===== src/rtl/control_sequencer_if.sv =====
// Control bundle between the hardwired sequencer (master) and the bus datapath/memory (slave).
// Outputs are decoded combinationally; memory requests stall until mem_done is returned.
interface control_sequencer_if #(
   parameter int ALU_OP_W = 4
);
   logic [31:0]         ir;
   logic                mem_done;
   logic                stop;

   logic [15:0]         r_en;
   logic [15:0]         r_out;
   logic                e_PC, e_IR, e_Y, e_Z, e_HI, e_LO, e_MAR, e_MDR;
   logic                s_PC, s_MDR, s_Zhigh, s_Zlow, s_HI, s_LO, s_C;
   logic                mdr_read;
   logic                incPC;
   logic [ALU_OP_W-1:0] alu_op;
   logic                mem_read, mem_write;
   logic                halted;
   logic                mem_err;

   modport master (
      input  ir, mem_done, stop,
      output r_en, r_out,
      output e_PC, e_IR, e_Y, e_Z, e_HI, e_LO, e_MAR, e_MDR,
      output s_PC, s_MDR, s_Zhigh, s_Zlow, s_HI, s_LO, s_C,
      output mdr_read, incPC, alu_op, mem_read, mem_write, halted, mem_err
   );

   modport slave (
      output ir, mem_done, stop,
      input  r_en, r_out,
      input  e_PC, e_IR, e_Y, e_Z, e_HI, e_LO, e_MAR, e_MDR,
      input  s_PC, s_MDR, s_Zhigh, s_Zlow, s_HI, s_LO, s_C,
      input  mdr_read, incPC, alu_op, mem_read, mem_write, halted, mem_err
   );
endinterface


===== src/rtl/control_sequencer.sv =====
// Moore control unit stepping the bus datapath through fetch/decode/execute (T0..T7, HALT).
// Memory states stall until mem_done; a stall of WAIT_LIMIT cycles raises mem_err and halts.
module control_sequencer #(
   parameter int WAIT_LIMIT = 15,
   parameter int ALU_OP_W   = 4
) (
   input  logic                clock,
   input  logic                clear,
   control_sequencer_if.master bus
);
   typedef enum logic [3:0] {
      T0, T1, T2, T3, T4, T5, T6, T7, HALT
   } state_e;

   localparam logic [4:0] OP_LD   = 5'b00000;
   localparam logic [4:0] OP_ST   = 5'b00010;
   localparam logic [4:0] OP_ADD  = 5'b00011;
   localparam logic [4:0] OP_SUB  = 5'b00100;
   localparam logic [4:0] OP_AND  = 5'b00101;
   localparam logic [4:0] OP_OR   = 5'b00110;
   localparam logic [4:0] OP_MUL  = 5'b01111;
   localparam logic [4:0] OP_DIV  = 5'b10000;
   localparam logic [4:0] OP_HALT = 5'b11011;

   localparam logic [ALU_OP_W-1:0] ALU_ADD = ALU_OP_W'(0);
   localparam logic [ALU_OP_W-1:0] ALU_SUB = ALU_OP_W'(1);
   localparam logic [ALU_OP_W-1:0] ALU_AND = ALU_OP_W'(2);
   localparam logic [ALU_OP_W-1:0] ALU_OR  = ALU_OP_W'(3);
   localparam logic [ALU_OP_W-1:0] ALU_MUL = ALU_OP_W'(4);
   localparam logic [ALU_OP_W-1:0] ALU_DIV = ALU_OP_W'(5);

   localparam int               CNT_W    = $clog2(WAIT_LIMIT + 1);
   localparam logic [CNT_W-1:0] CNT_LAST = CNT_W'(WAIT_LIMIT - 1);

   state_e           state_q, state_d;
   logic [CNT_W-1:0] wait_cnt_q, wait_cnt_d;
   logic             mem_err_q, mem_err_d;

   logic [4:0]          opcode;
   logic [3:0]          ra, rb, rc;
   logic                is_alu, is_muldiv, is_ld, is_st, is_halt;
   logic [ALU_OP_W-1:0] alu_code;
   logic                in_wait, wait_tmo;

   function automatic logic [15:0] onehot(input logic [3:0] idx);
      logic [15:0] v;
      v      = '0;
      v[idx] = 1'b1;
      return v;
   endfunction

   // Instruction decode; nop and every undefined opcode fall through with no class set.
   always_comb begin
      opcode    = bus.ir[31:27];
      ra        = bus.ir[26:23];
      rb        = bus.ir[22:19];
      rc        = bus.ir[18:15];
      is_alu    = 1'b0;
      is_muldiv = 1'b0;
      is_ld     = 1'b0;
      is_st     = 1'b0;
      is_halt   = 1'b0;
      alu_code  = ALU_ADD;
      case (opcode)
         OP_ADD:  begin is_alu    = 1'b1; alu_code = ALU_ADD; end
         OP_SUB:  begin is_alu    = 1'b1; alu_code = ALU_SUB; end
         OP_AND:  begin is_alu    = 1'b1; alu_code = ALU_AND; end
         OP_OR:   begin is_alu    = 1'b1; alu_code = ALU_OR;  end
         OP_MUL:  begin is_muldiv = 1'b1; alu_code = ALU_MUL; end
         OP_DIV:  begin is_muldiv = 1'b1; alu_code = ALU_DIV; end
         OP_LD:   is_ld   = 1'b1;
         OP_ST:   is_st   = 1'b1;
         OP_HALT: is_halt = 1'b1;
         default: ;
      endcase
   end

   // mem_done on the last permitted wait cycle still counts as completion.
   always_comb begin
      in_wait  = (state_q == T1) || (state_q == T6 && is_ld) || (state_q == T7 && is_st);
      wait_tmo = in_wait && !bus.mem_done && (wait_cnt_q == CNT_LAST);
   end

   always_comb begin
      state_d    = state_q;
      wait_cnt_d = '0;
      mem_err_d  = mem_err_q | wait_tmo;
      if (in_wait && !bus.mem_done && !wait_tmo) begin
         wait_cnt_d = wait_cnt_q + 1'b1;
      end
      if (wait_tmo) begin
         state_d = HALT;
      end else begin
         case (state_q)
            T0:      state_d = bus.stop ? HALT : T1;
            T1:      if (bus.mem_done) state_d = T2;
            T2:      state_d = T3;
            T3: begin
               if (is_alu || is_muldiv || is_ld || is_st) state_d = T4;
               else if (is_halt)                          state_d = HALT;
               else                                       state_d = T0;
            end
            T4:      state_d = T5;
            T5:      state_d = (is_muldiv || is_ld || is_st) ? T6 : T0;
            T6: begin
               if (is_ld)      state_d = bus.mem_done ? T7 : T6;
               else if (is_st) state_d = T7;
               else            state_d = T0;
            end
            T7: begin
               if (is_st) state_d = bus.mem_done ? T0 : T7;
               else       state_d = T0;
            end
            HALT:    state_d = HALT;
            default: state_d = T0;
         endcase
      end
   end

   always_ff @(posedge clock) begin
      if (clear) begin
         state_q    <= T0;
         wait_cnt_q <= '0;
         mem_err_q  <= 1'b0;
      end else begin
         state_q    <= state_d;
         wait_cnt_q <= wait_cnt_d;
         mem_err_q  <= mem_err_d;
      end
   end

   // Datapath controls; clear silences everything in the same cycle it is held.
   always_comb begin
      bus.r_en      = '0;
      bus.r_out     = '0;
      bus.e_PC      = 1'b0;
      bus.e_IR      = 1'b0;
      bus.e_Y       = 1'b0;
      bus.e_Z       = 1'b0;
      bus.e_HI      = 1'b0;
      bus.e_LO      = 1'b0;
      bus.e_MAR     = 1'b0;
      bus.e_MDR     = 1'b0;
      bus.s_PC      = 1'b0;
      bus.s_MDR     = 1'b0;
      bus.s_Zhigh   = 1'b0;
      bus.s_Zlow    = 1'b0;
      bus.s_HI      = 1'b0;
      bus.s_LO      = 1'b0;
      bus.s_C       = 1'b0;
      bus.mdr_read  = 1'b0;
      bus.incPC     = 1'b0;
      bus.alu_op    = '0;
      bus.mem_read  = 1'b0;
      bus.mem_write = 1'b0;
      bus.halted    = 1'b0;
      bus.mem_err   = 1'b0;
      if (!clear) begin
         bus.mem_err = mem_err_q;
         case (state_q)
            T0: begin
               if (!bus.stop) begin
                  bus.s_PC  = 1'b1;
                  bus.e_MAR = 1'b1;
                  bus.incPC = 1'b1;
               end
            end
            T1: begin
               bus.mem_read = 1'b1;
               bus.mdr_read = 1'b1;
               bus.e_MDR    = 1'b1;
            end
            T2: begin
               bus.s_MDR = 1'b1;
               bus.e_IR  = 1'b1;
            end
            T3: begin
               if (is_alu || is_ld || is_st) begin
                  bus.r_out = onehot(rb);
                  bus.e_Y   = 1'b1;
               end else if (is_muldiv) begin
                  bus.r_out = onehot(ra);
                  bus.e_Y   = 1'b1;
               end
            end
            T4: begin
               if (is_alu) begin
                  bus.r_out  = onehot(rc);
                  bus.alu_op = alu_code;
                  bus.e_Z    = 1'b1;
               end else if (is_muldiv) begin
                  bus.r_out  = onehot(rb);
                  bus.alu_op = alu_code;
                  bus.e_Z    = 1'b1;
               end else if (is_ld || is_st) begin
                  bus.s_C    = 1'b1;
                  bus.alu_op = ALU_ADD;
                  bus.e_Z    = 1'b1;
               end
            end
            T5: begin
               if (is_alu) begin
                  bus.s_Zlow = 1'b1;
                  bus.r_en   = onehot(ra);
               end else if (is_muldiv) begin
                  bus.s_Zlow = 1'b1;
                  bus.e_LO   = 1'b1;
               end else if (is_ld || is_st) begin
                  bus.s_Zlow = 1'b1;
                  bus.e_MAR  = 1'b1;
               end
            end
            T6: begin
               if (is_muldiv) begin
                  bus.s_Zhigh = 1'b1;
                  bus.e_HI    = 1'b1;
               end else if (is_ld) begin
                  bus.mem_read = 1'b1;
                  bus.mdr_read = 1'b1;
                  bus.e_MDR    = 1'b1;
               end else if (is_st) begin
                  bus.r_out = onehot(ra);
                  bus.e_MDR = 1'b1;
               end
            end
            T7: begin
               if (is_ld) begin
                  bus.s_MDR = 1'b1;
                  bus.r_en  = onehot(ra);
               end else if (is_st) begin
                  bus.mem_write = 1'b1;
               end
            end
            HALT:    bus.halted = 1'b1;
            default: ;
         endcase
      end
   end
endmodule


===== src/flat_wrapper.sv =====
// flat-port wrapper written by rule: the top's interface ports become plain ports
module control_sequencer_flat 
#(
   parameter int WAIT_LIMIT = 15,
   parameter int ALU_OP_W   = 4
)
  (clock, clear, bus_ir, bus_mem_done, bus_stop, bus_r_en, bus_r_out, bus_e_PC, bus_e_IR, bus_e_Y, bus_e_Z, bus_e_HI, bus_e_LO, bus_e_MAR, bus_e_MDR, bus_s_PC, bus_s_MDR, bus_s_Zhigh, bus_s_Zlow, bus_s_HI, bus_s_LO, bus_s_C, bus_mdr_read, bus_incPC, bus_alu_op, bus_mem_read, bus_mem_write, bus_halted, bus_mem_err);
  control_sequencer_if #(.ALU_OP_W(ALU_OP_W)) bus_i ();
  input  logic clock;
  input  logic clear;
  input wire logic [$bits(bus_i.ir)-1:0] bus_ir;
  input wire logic [$bits(bus_i.mem_done)-1:0] bus_mem_done;
  input wire logic [$bits(bus_i.stop)-1:0] bus_stop;
  output wire logic [$bits(bus_i.r_en)-1:0] bus_r_en;
  output wire logic [$bits(bus_i.r_out)-1:0] bus_r_out;
  output wire logic [$bits(bus_i.e_PC)-1:0] bus_e_PC;
  output wire logic [$bits(bus_i.e_IR)-1:0] bus_e_IR;
  output wire logic [$bits(bus_i.e_Y)-1:0] bus_e_Y;
  output wire logic [$bits(bus_i.e_Z)-1:0] bus_e_Z;
  output wire logic [$bits(bus_i.e_HI)-1:0] bus_e_HI;
  output wire logic [$bits(bus_i.e_LO)-1:0] bus_e_LO;
  output wire logic [$bits(bus_i.e_MAR)-1:0] bus_e_MAR;
  output wire logic [$bits(bus_i.e_MDR)-1:0] bus_e_MDR;
  output wire logic [$bits(bus_i.s_PC)-1:0] bus_s_PC;
  output wire logic [$bits(bus_i.s_MDR)-1:0] bus_s_MDR;
  output wire logic [$bits(bus_i.s_Zhigh)-1:0] bus_s_Zhigh;
  output wire logic [$bits(bus_i.s_Zlow)-1:0] bus_s_Zlow;
  output wire logic [$bits(bus_i.s_HI)-1:0] bus_s_HI;
  output wire logic [$bits(bus_i.s_LO)-1:0] bus_s_LO;
  output wire logic [$bits(bus_i.s_C)-1:0] bus_s_C;
  output wire logic [$bits(bus_i.mdr_read)-1:0] bus_mdr_read;
  output wire logic [$bits(bus_i.incPC)-1:0] bus_incPC;
  output wire logic [$bits(bus_i.alu_op)-1:0] bus_alu_op;
  output wire logic [$bits(bus_i.mem_read)-1:0] bus_mem_read;
  output wire logic [$bits(bus_i.mem_write)-1:0] bus_mem_write;
  output wire logic [$bits(bus_i.halted)-1:0] bus_halted;
  output wire logic [$bits(bus_i.mem_err)-1:0] bus_mem_err;
  assign bus_i.ir = bus_ir;
  assign bus_i.mem_done = bus_mem_done;
  assign bus_i.stop = bus_stop;
  assign bus_r_en = bus_i.r_en;
  assign bus_r_out = bus_i.r_out;
  assign bus_e_PC = bus_i.e_PC;
  assign bus_e_IR = bus_i.e_IR;
  assign bus_e_Y = bus_i.e_Y;
  assign bus_e_Z = bus_i.e_Z;
  assign bus_e_HI = bus_i.e_HI;
  assign bus_e_LO = bus_i.e_LO;
  assign bus_e_MAR = bus_i.e_MAR;
  assign bus_e_MDR = bus_i.e_MDR;
  assign bus_s_PC = bus_i.s_PC;
  assign bus_s_MDR = bus_i.s_MDR;
  assign bus_s_Zhigh = bus_i.s_Zhigh;
  assign bus_s_Zlow = bus_i.s_Zlow;
  assign bus_s_HI = bus_i.s_HI;
  assign bus_s_LO = bus_i.s_LO;
  assign bus_s_C = bus_i.s_C;
  assign bus_mdr_read = bus_i.mdr_read;
  assign bus_incPC = bus_i.incPC;
  assign bus_alu_op = bus_i.alu_op;
  assign bus_mem_read = bus_i.mem_read;
  assign bus_mem_write = bus_i.mem_write;
  assign bus_halted = bus_i.halted;
  assign bus_mem_err = bus_i.mem_err;
  control_sequencer #(.WAIT_LIMIT(WAIT_LIMIT), .ALU_OP_W(ALU_OP_W)) u_core (.clock(clock), .clear(clear), .bus(bus_i));
endmodule

===== config.mk =====
export PLATFORM = sky130hd
export DESIGN_NAME = control_sequencer_flat
export DESIGN_NICKNAME = d
export VERILOG_FILES = /design/src/rtl/control_sequencer_if.sv /design/src/rtl/control_sequencer.sv /design/src/flat_wrapper.sv
export SDC_FILE = /design/constraint.sdc
export NUM_CORES = 1
export LEC_CHECK = 0
export BUFFER_PORTS_ARGS = -buffer_cell sky130_fd_sc_hd__buf_4
export CAP_MARGIN = 10
export CORE_ASPECT_RATIO = 0.7
export CORE_UTILIZATION = 49
export CTS_CLUSTER_SIZE = 16
export DETAILED_ROUTE_END_ITERATION = 8
export PLACE_DENSITY = 0.82
export SLEW_MARGIN = 5
export SYNTH_ARGS = -nofsm -noshare
export SYNTH_HDL_FRONTEND = slang
export SYNTH_SLANG_ARGS = --single-unit

===== constraint.sdc =====
create_clock -name clock -period 1.9 [get_ports clock]
set_input_delay 0 -clock clock [delete_from_list [all_inputs] [get_ports clock]]
set_output_delay 0 -clock clock [all_outputs]
set_load 0.03 [all_outputs]

==> Word-level counts from Yosys, hierarchy flattened <==
Cells that the tools add are included.
{ "totals": {"ff_bits": 9, "input_bits": 36, "output_inout_bits": 57} }
{ "op_classes": {"n_addsub": 1, "magnitude_cmp": 6, "n_eq_ne": 19, "mux": 85, "bitwise": 2, "n_reduce_logical": 26} }
{ "op_table": {"columns": ["cell", "count"], "rows": [
  ["16-bit two-way mux", 11],
  ["1-bit two-way mux", 49],
  ["16-bit one-hot mux with 3 select lines", 1],
  ["4-bit two-way mux", 10],
  ["4-bit one-hot mux with 9 select lines", 1],
  ["16-bit one-hot mux with 2 select lines", 1],
  ["4-bit by 3-bit equality test with 1-bit output (second input constant)", 4],
  ["5-bit by 3-bit equality test with 1-bit output (second input constant)", 3],
  ["4-bit by 5-bit less-than comparator with 1-bit output (second input constant)", 3],
  ["3-bit one-hot mux with 5 select lines", 1],
  ["1-bit demux with 4-bit select", 3],
  ["4-bit by 1-bit greater-or-equal comparator with 1-bit output (second input constant)", 3],
  ["3-bit two-way mux", 4],
  ["5-bit by 2-bit equality test with 1-bit output (second input constant)", 2],
  ["5-bit equality test (second input constant)", 2],
  ["1-bit logical OR", 10],
  ["4-bit by 2-bit equality test with 1-bit output (second input constant)", 2],
  ["4-bit equality test (second input constant)", 2],
  ["1-bit logical AND", 8],
  ["1-bit one-hot mux with 2 select lines", 4],
  ["2-bit OR reduction", 3],
  ["5-bit by 4-bit equality test with 1-bit output (second input constant)", 1],
  ["5-bit zero test", 1],
  ["4-bit by 1-bit adder with 4-bit output (second input constant)", 1],
  ["8 further kinds", 9]
]} }

==> Logic depth before layout (Yosys ltp) <==
{ "logic_depth": {"ltp_word": 11, "mapped_depth": 7, "depth_no_buf": 6} }

==> Worst setup path after synthesis <==
Ideal clock, no wire load.
{ "synth_path": {"kind": "register to output", "from": "reg u_core.state_q[3]", "to": "out bus_mem_read", "t_arrival_ns": 2.703, "required_time_ns": 1.900, "setup_slack_ns": -0.803, "stages_incl_launch_ff": 8, "n_path_buf": 3, "path_cell_list": "dfxtp_1 -> clkbuf_2 -> and4bb_2 -> buf_2 -> nand2_1 -> a21oi_1 -> a21boi_0 -> buf_4"} }
{ "synth_between": {"elab_chain_cells": 3, "elab_cells_between_ends": 4, "cone_classes": "2 x eq/ne; 2 x mux"} }
{ "synth_rtl": {"columns": ["element", "line_no", "rtl"], "rows": [
  ["start, declared", "control_sequencer.sv:35", "state_e state_q, state_d;"],
  ["start signal, assigned", "control_sequencer.sv:126", "state_q <= state_d;"],
  ["4-bit by 3-bit equality test with 1-bit output / 4-bit by 1-bit equality test with 1-bit output (equally long branches)", null, null],
  ["1-bit one-hot mux with 2 select lines (*)", null, null],
  ["1-bit two-way mux (*)", null, null],
  ["end, declared", "flat_wrapper.sv:34", "output wire logic [$bits(bus_i.mem_read)-1:0] bus_mem_read;"]
]} }
Every way passes the cells marked *; elsewhere a longest branch is shown, timed or not.

==> Worst setup path in the final report <==
{ "layout_path": {"from": "reg u_core.state_q[2]", "to": "out bus_r_out[14]"} }
{ "layout_between": {"elab_chain_cells": 3, "elab_cells_between_ends": 5, "cone_classes": "3 x eq/ne; 2 x mux"} }
{ "layout_rtl": {"columns": ["element", "line_no", "rtl"], "rows": [
  ["4-bit by 3-bit equality test with 1-bit output / 4-bit by 2-bit equality test with 1-bit output (equally long branches)", "control_sequencer.sv:160", "case (state_q)"],
  ["16-bit one-hot mux with 3 select lines (*)", "control_sequencer.sv:160", null],
  ["16-bit two-way mux (*)", "control_sequencer.sv:158", "if (!clear) begin"],
  ["end, declared", "flat_wrapper.sv:15", "output wire logic [$bits(bus_i.r_out)-1:0] bus_r_out;"]
]} }
Marks and branches as above.

==> summary.md <==
| Metric | Value |
|---|---|
| Die Y | `57.3 um` |
| Layout Cells excl Fill | `around 470` |
| Gpl congestion | `between 0.9 and 1` |
| Most frequent cells after synthesis | `nor2_1, nand2_1, nor3_1` |
| Antenna-violating nets left | `0` |
| Relative slew slack | `58.3%` |
| Hold path cells | `2` |
| CP Class | `reg -> out` |
| Gate count of the mapped netlist | `344` |
| I/O Buffers | `73` |
| FF-to-FF path depth | `5` |
| Critical path buffers and inverters | `2` |
| RSZ-0062 raised after global routing | `true` |
| Final setup violation count | `6` |
| Maximum operating frequency | `approximately 510 MHz` |
| Biggest area consumer among synthesized cells | `nor2_1` |
| Final Cycle Share | `102%` |
| I/O Pins | `93` |
| Via density | `between 6 and 7` |
| Yosys reg bits | `9` |
| Die ar. | `approximately 0.0046 mm^2` |
| Initial core utilization | `a little over half` |
| Hold Fails Final Rpt | `0` |
| Reg2reg end | `u_core.state_q[2]` |
| Global-route layer with the greatest usage | `met1` |
| Layout Nets | `approximately 460` |
| Cell area after synthesis | `0.00214 mm^2` |
| Global Route Usage Sum | `roughly 34%` |
| Max Cap Viol | `0` |
| Hold_sp | `clear` |
| Total gr overflow | `0` |
| DP Cell Count | `460` |
| Clk_skew | `about 0.0041 ns` |
| Worst-path maximum fanout | `8` |
| FP Rows | `19` |
| Area of the multi-input gates | `about 0.0019 mm^2` |
| Cts hold-fix bufs | `0` |
| Async S/R FF share, synth | `0%` |
| Setup TNS Final | `-0.177 ns` |
| Fin crit period | `between 1.5 and 2 ns` |
| Placed cell areas | `roughly 0.0028 mm^2` |
| Leakage | `1.17 nW` |
| M1 GR Usage | `51.1%` |
| Worst slew pin tran | `between 0.6 and 0.7 ns` |
| WP data arrival | `1.95 ns` |
| DRC viols | `0` |
| Total CTS buffers | `3` |
| CTS sink count | `9` |
| Final Worst Setup Slack | `-0.0455 ns` |
| Design area | `between 0.003 and 0.004 mm^2` |
| Number of global-route vias before repair | `approximately 2500` |
| Largest delay contributor family on the critical path | `simple AND/OR/NAND/NOR gates` |
| Hold crit path type | `in -> reg` |
| CTS root buffer | `clkbuf_8` |
| Critical Path End Type | `output pin` |
| N_diodes | `0` |
| Area growth, synth to finish | `40.8%` |
| Reg area | `193 um^2` |
| Crit path launch type | `flop` |
| Vias post-DR | `roughly 2900` |
| Iteration-0 DRC Markers | `366` |
| Outcome | `complete, but fails checks` |
| Post-DP HPWL | `5930 um` |
| Worst hold path endpoint | `u_core.state_q[0]` |
| Slowest cell delay on critical path | `0.42 ns` |
| Clock Path Buffers | `2` |
| R2r setup slk | `0.15 ns` |
| Die width | `80.9 um` |
| Core area | `roughly 0.0040 mm^2` |
| Top post-synthesis cells by area | `nor2_1, dfxtp_1, a31oi_1` |
| Ys Warns | `0` |
| Final count of pins violating max slew | `0` |
| DP Worst Slack | `slightly below 0.07 ns` |
| CP cell instances | `buf_4 > and4bb_4 > nand2_1 > nor3_1 > nor2_1 > a31oi_2 > buf_6` |
| Post-synth cell types | `63` |
| Share of the synthesized area in the top cell type | `about an eighth` |
| CP Data Required Time | `about 1.9 ns` |
| Reg2reg start | `u_core.state_q[1]` |
| Total power | `~0.0011 W` |
| Mean post-synth cell area | `~6.2 um^2` |
| TritonCTS clock tree | `yes` |
| P per Cell Area | `~370 mW/mm^2` |
| Seq/Total Area, Yosys | `8.43%` |
| Fillers | `355` |
| Clk pin slew, worst setup/hold paths | `0.05 ns` |
| Failing checks | `negative setup slack` |
| Met3 GRT Util | `approximately 8.3%` |
| Clock H-tree levels | `1` |
| VDD IR max | `between 0.5 and 0.6 mV` |
| Slowest CP cell | `dfxtp_2` |
| Largest net degree at the start of global routing | `22` |
| Drt total wl | `7910 um` |
| Main synth FF type | `dfxtp_1` |
| TritonRoute pass-1 iters | `5` |
| Initial antenna violation count | `0` |
| First-pass GRT wire length | `approximately 12000 um` |
| GR Util met2 | `a little under half` |
| EDFF count, synth | `0` |
| Latest clock arrival within the worst-skew pair | `between 0.2 and 0.25 ns` |
| DR WL/cell | `16.9 um` |
| Share of cells above drive strength 1 | `34.8%` |
| Count leader, synth | `nor2_1` |
[metrics by stage]
step                util (%)  hold WS, ns
floorplan                  -       0.0724
global placement        68.8        0.306
detailed placement      68.8        0.308
CTS                     71.5       0.0477
global route            74.5       0.0779
finish                  74.5       0.0632
[layer usage]
layer / share of wire (%) / vias up
li1: - / 1370
met1: 45 / 1322
met2: 42 / 205
met3: 13 / 6
met4: 0.29 / 0
met5: 0 / -
[state kept, by name, summed over array words and instances (netlist names)]
register,flops
u_core.wait_cnt_q,4
u_core.state_q,4
u_core.mem_err_q,1
[what timing repair did]
item	in CTS	in global routing
setup endpoints to repair	36	35
gates resized for setup	10	26
setup buffers	4	1
pin swaps	9	8
[report_power, final]
part / switching [W] / internal, W
clock network: 0.0000844 / 0.000147
registers: 0.0000373 / 0.000212
logic: 0.000362 / 0.000257
[layout make-up]
type                       instances  share of cell area (%)
timing repair buffer             100                    26.2
clock buffer                       4                    1.50
tap                               52                    2.16
inverter                           9                    1.12
sequential                         9                    6.40
multi-input combinational        295                    62.6
[cells in the final DEF, fill, tap and decap left out, types with 9 or more instances in the layout]
| master | count |
|---|---|
| a21oi_1 | 10 |
| a31oi_1 | 16 |
| buf_4 | 92 |
| inv_1 | 9 |
| nand2_1 | 29 |
| nand3_1 | 13 |
| nor2_1 | 66 |
| nor2b_1 | 15 |
| nor3_1 | 18 |
| o21ai_0 | 16 |
[worst max path at each step]
stage | startpoint | cells past startpoint | to
final | u_core.state_q[2] | 7 | bus_r_out[14]
after global placement | u_core.state_q[0] | 8 | bus_r_en[15]
after floorplan | u_core.state_q[1] | 5 | bus_mem_read
after detailed placement | u_core.state_q[0] | 5 | bus_r_out[14]
after CTS | u_core.state_q[3] | 5 | bus_r_out[14]
after global routing | u_core.state_q[0] | 7 | bus_r_out[12]
[logic make-up (layout without fill, tap and decap cells)]
group           count (synthesis)  in the layout  synth area share (%)
buf+inv                        43            113                  11.1
xor+xnor                        6              6                  2.46
other cells                     1              4                 0.175
fa+ha+maj                       2              2                  1.17
compound gates                 76             76                  24.7
simple gates                  205            205                  51.1
mux                             2              2                 0.937
flops                           9              9                  8.43
Note: power is estimated with default switching activity, not from simulation.
